### src/rtl/column_loader.sv
// -----------------------------------------------------------------------------
// column_loader
//
// Purpose:
//    Double-buffered column store for a row-PWM display. Intensity samples
//    stream into a shadow register one slot per transfer; once every slot of
//    a column has been written the loader stops accepting data and waits for
//    the PWM period boundary (frame_sync), at which point the whole shadow
//    column is copied to the active register in a single edge. A frame_sync
//    that arrives before the column is complete leaves the active column
//    untouched and raises a sticky underrun flag.
//
// Ports:
//    clk         in   single clock, rising edge
//    rst         in   synchronous active-high reset
//    in_valid    in   upstream sample valid
//    in_data     in   intensity sample (0 = off, 2^IW-1 = brightest)
//    in_sof      in   sample is slot 0 of a new column (resync)
//    in_ready    out  loader accepts a sample this cycle
//    frame_sync  in   one-cycle pulse at the PWM period boundary
//    values      out  active column, slot i at [IW*i +: IW]
//    swapped     out  one-cycle pulse: values updated this cycle
//    underrun    out  sticky: frame_sync seen with the column incomplete
// -----------------------------------------------------------------------------
module column_loader #(
   parameter int N_ROWS = 32,
   parameter int IW     = 5
) (
   input  logic                   clk,
   input  logic                   rst,
   input  logic                   in_valid,
   input  logic [IW-1:0]          in_data,
   input  logic                   in_sof,
   output logic                   in_ready,
   input  logic                   frame_sync,
   output logic [N_ROWS*IW-1:0]   values,
   output logic                   swapped,
   output logic                   underrun
);

   localparam int IDXW = (N_ROWS > 1) ? $clog2(N_ROWS) : 1;
   localparam logic [IDXW-1:0] LAST_IDX = IDXW'(N_ROWS - 1);

   typedef enum logic {
      ST_LOAD = 1'b0,
      ST_FULL = 1'b1
   } state_t;

   state_t                 r_state;
   state_t                 w_state_nxt;
   logic [IDXW-1:0]        r_idx;
   logic [IDXW-1:0]        w_idx_nxt;
   logic [IDXW-1:0]        w_slot;
   logic                   w_xfer;
   logic                   w_wr_en;
   logic                   w_swap;

   logic [N_ROWS*IW-1:0]   r_shadow;
   logic [N_ROWS*IW-1:0]   r_values;
   logic                   r_swapped;
   logic                   r_underrun;

   assign in_ready = (r_state == ST_LOAD);
   assign w_xfer   = in_valid & in_ready;

   // Next-state / write-control decode.
   always_comb begin
      // NOTE: every signal driven here gets a default first so no path leaves
      // it unassigned; otherwise synthesis infers a latch to hold old values.
      w_state_nxt = r_state;
      w_idx_nxt   = r_idx;
      w_slot      = r_idx;
      w_wr_en     = 1'b0;
      w_swap      = 1'b0;

      case (r_state)
         ST_LOAD: begin
            if (w_xfer) begin
               w_wr_en = 1'b1;
               if (in_sof) begin
                  // Resync: slot 0 regardless of where the index was.
                  w_slot    = '0;
                  w_idx_nxt = IDXW'(1);
               end else if (r_idx == LAST_IDX) begin
                  // Last slot written; a coincident frame_sync is still an
                  // underrun because the column was not complete before it.
                  w_idx_nxt   = '0;
                  w_state_nxt = ST_FULL;
               end else begin
                  w_idx_nxt = r_idx + IDXW'(1);
               end
            end
         end
         ST_FULL: begin
            if (frame_sync) begin
               w_swap      = 1'b1;
               w_idx_nxt   = '0;
               w_state_nxt = ST_LOAD;
            end
         end
         default: begin
            w_state_nxt = ST_LOAD;
            w_idx_nxt   = '0;
         end
      endcase
   end

   // State and write index.
   always_ff @(posedge clk) begin
      // NOTE: sequential state uses non-blocking assignments so every register
      // samples pre-edge values, independent of statement order.
      if (rst) begin
         r_state <= ST_LOAD;
         r_idx   <= '0;
      end else begin
         r_state <= w_state_nxt;
         r_idx   <= w_idx_nxt;
      end
   end

   // Shadow / active column storage and status flags.
   always_ff @(posedge clk) begin
      if (rst) begin
         // NOTE: the column storage is cleared on reset on purpose: a reset
         // must blank the display and discard any partial column, so this is
         // not a plain data memory that could be left uninitialised.
         r_shadow   <= '0;
         r_values   <= '0;
         r_swapped  <= 1'b0;
         r_underrun <= 1'b0;
      end else begin
         if (w_wr_en) begin
            r_shadow[int'(w_slot)*IW +: IW] <= in_data;
         end
         // Whole-column copy in one edge: values is never partially updated.
         if (w_swap) begin
            r_values <= r_shadow;
         end
         r_swapped <= w_swap;
         if (frame_sync && (r_state == ST_LOAD)) begin
            r_underrun <= 1'b1;
         end
      end
   end

   assign values   = r_values;
   assign swapped  = r_swapped;
   assign underrun = r_underrun;

endmodule

### config.mk
export PLATFORM = sky130hd
export DESIGN_NAME = column_loader
export DESIGN_NICKNAME = d
export VERILOG_FILES = /design/src/rtl/column_loader.sv
export SDC_FILE = /design/constraint.sdc
export NUM_CORES = 1
export LEC_CHECK = 0
export ABC_AREA = 0
export BUFFER_PORTS_ARGS = -buffer_cell sky130_fd_sc_hd__buf_2
export CORE_MARGIN = 10
export CORE_UTILIZATION = 35
export DETAILED_ROUTE_END_ITERATION = 8
export HOLD_SLACK_MARGIN = 0.02
export PLACE_DENSITY_LB_ADDON = 0.2
export SYNTH_ARGS = -nofsm -noshare
export SYNTH_HDL_FRONTEND = slang
export SYNTH_SLANG_ARGS = --single-unit
### constraint.sdc
create_clock -name clk -period 8.05 [get_ports clk]
set_clock_uncertainty 0.05 [all_clocks]
set_input_delay 1.2075 -clock clk [delete_from_list [all_inputs] [get_ports clk]]
set_output_delay 1.2075 -clock clk [all_outputs]
set_load 0.005 [all_outputs]
==> flow_summary.ini <==
[sta]
fin_crit_ps = 3730
hold_slack_ps = 399
period_share_pct = 46.4
slew_headroom_pct = 29.8
layout_setup_ws_ps = 4320
tns_ps = 0
worst_pin_slew_ps = 1050
final-setup-viol-count = 0
finalHoldViolations = 0
drv_slew = 0
clock.fmax_ghz = 0.268
rsz0062_at_grt = false

[detailed_routing]
drt-initial-drc-count = 640
firstDrtPassIters = 5
vias_per_cell = 4.86
wl_per_cell_um = 18.5
wl_um = 37000
drtAntennaViolNets = 0
drc = 0
vias = 9698

[hold_path]
whs_endpoint = values[31]
hold_class = flop to flop
holdPathStages = 2
worstHoldStart = values[31]

[yosys]
yosysUniqueCellTypes = 55
yosysSeqAreaShare_pct = 52.4
synth-edff-count = 0
syn_area_per_cell_um2 = 8.97
ys_ff_latch = 328
synth_ff_type = dfxtp_1
syn-instance-count = 1397
syn-cell-area_mm2 = 0.0125
yosysWarnings = 0
synth_fp_nets = 1412
async_flop_share_pct = 0

[flow_run]
drv_cap = 0

[setup_path]
worstSetupPathType = input port to flop
worstPathRequired_ps = 8370
critPathSlowestCell = or4_1
cp_top_family = simple AND/OR/NAND/NOR gates
critPathMaxStageDelay_ps = 750
rr_endpoint = r_shadow[2]
crit_chain = buf_2 > nand3b_2 > nand2_1 > ha_1 > nand4b_1 > o211a_1 > or4_1 > mux2i_1 > nor2_1
r2r_slack_ps = 4660
crit_path_end_kind = flop
rr_worst_depth = 8
start_kind = input port
path_max_fanout = 13
worstReg2RegStart = r_state
crit_arrival_ps = 4050
cp_num_buf_inv = 1

[cells_and_area]
fin_cells = 1995
final_cell_mix = nand2_1, dfxtp_1, buf_2
fin_area_mm2 = 0.0148
final_common_cell = nand2_1
nets = 1525
drive_above_1_share_pct = 16.3
post-route-util_pct = 41.6
syn_to_final_growth_pct = 17.9

[clocking]
ctsResizeCount = 0
cts_root_buf = clkbuf_16
cts.sinks = 328
postCtsHoldBufs = 0
tritoncts = yes
htreeDepth = 2
cts-buffers-inserted = 37
ctsLongestPathBuffers = 3
cts_setup_buffers = 0
clk_latency_ps = 510
cts.clk_slew.worst_paths_ps = 60

[power]
p_comb_share_pct = 3.1
power.internal_mw = 2.62
ir_drop_mv = 0.118
powerDensity_mw_per_mm2 = 227
seqPwrFrac_pct = 48.6
fin_total_pwr_mw = 3.35
p_sw_share_pct = 21.8
netSwitchingPower_mw = 0.730
clkPwrFrac_pct = 48.3
p_leak_nw = 5.83

[die]
dieArea_mm2 = 0.0438
core_area_mm2 = 0.0355
die_x_um = 209
io_pins = 173
rows = 69
die_h_um = 209
initial_core_util_pct = 35.3

[placed_design]
dpl_cell_area_mm2 = 0.0136
dpl.hpwl_um = 24300
routabilityCongestion = 0.869
post-place-ws_ps = 3850
dp_cells = 1932
io_buffers = 172

[grt]
grt_pass1_vias = 9615
grt_max_degree = 136
grt_first_pass_wirelength_um = 57400
grt-ovfl-total = 0
track_usage_pct = 16.3
antenna_found_initial = 2

[outcome]
status = finished clean
## worst min-delay path: stages, from the launching register on
cell,delay (ps)
dfxtp_1,300
nand2_1,50
a21oi_1,50
## flip-flops by register name, indices dropped and copies added, names as in the netlist
| register | cells |
|---|---|
| r_state | 1 |
| underrun | 1 |
| values | 160 |
| swapped | 1 |
| r_idx | 5 |
| r_shadow | 160 |
## per-layer routing
layer | track usage [%] | wire length (µm)
met5 | 0 | 0
met1 | 22.1 | 17900
met3 | 3.33 | 1740
met4 | 4.66 | 799
met2 | 25.7 | 16500
## cells in the mapped netlist, drive strengths merged (2+ instances only)
master   count  share of area (%)
nor4b        3               0.45
or3          3               0.19
a21oi      166                6.6
nor3        11               0.52
nand3        6               0.24
and3         5               0.25
nand3b      14               0.87
ha           5               0.50
a41oi        2               0.14
o211ai       5               0.34
a32oi        2               0.14
a21o         2               0.12
nand2b      98                4.9
nor4         5               0.49
mux2i      150                 12
clkbuf      93                2.8
nor2        81                2.5
inv          6               0.18
dfxtp      328                 52
a2111oi      3               0.66
o21a         2               0.12
o21ai       18               0.72
nor2b        2               0.10
buf          9               0.44
and2         2               0.10
nand2      348                 10
a211oi       2               0.20
or4          2               0.12
nand4        9               0.45
## power groups by stage
| stage | Sequential, mW | Clock, mW | Combinational (mW) |
|---|---|---|---|
| after floorplan | 1.66 | 0 | 0.0776 |
| after global placement | 1.67 | 0 | 0.105 |
| after detailed placement | 1.67 | 0 | 0.104 |
| after CTS | 1.63 | 1.67 | 0.104 |
| after global routing | 1.63 | 1.73 | 0.113 |
| final | 1.63 | 1.62 | 0.104 |
## cells by family (layout without fill, tap and decap cells)
logic type	after synthesis	after routing	share of synthesized area (%)
other	0	2	0
DFF	328	328	52.4
adders and majority gates	5	5	0.499
and+or+nand+nor	597	597	22.2
AOI/OAI and AO/OA	208	208	9.50
muxes	150	150	12.0
xor gates and xnor gates	1	1	0.0699
buffers and inverters	108	243	3.40
## worst max-delay path by stage
stage	from	endpoint	slack, ps	cells past startpoint
6_report	in_sof	r_shadow[2]	4320	9
5_1_grt	in_sof	r_shadow[30]	4080	9
4_1_cts	in_sof	r_shadow[32]	4380	9
3_5_place_dp	in_sof	r_shadow[2]	3850	9
3_3_place_gp	in_sof	r_shadow[30]	3890	9
2_1_floorplan	in_sof	r_shadow[150]	4240	11
## final cells by class
class,count,area (µm²)
Clock buffer,52,1050
Multi-Input combinational cell,961,5550
Sequential cell,328,6570
Tap cell,461,577
Antenna cell,2,5.00
Inverter,6,22.5
Timing Repair Buffer,176,900
Clock inverter,9,101
Fill cell,3613,20700
Note: power is estimated with default switching activity, not from simulation.
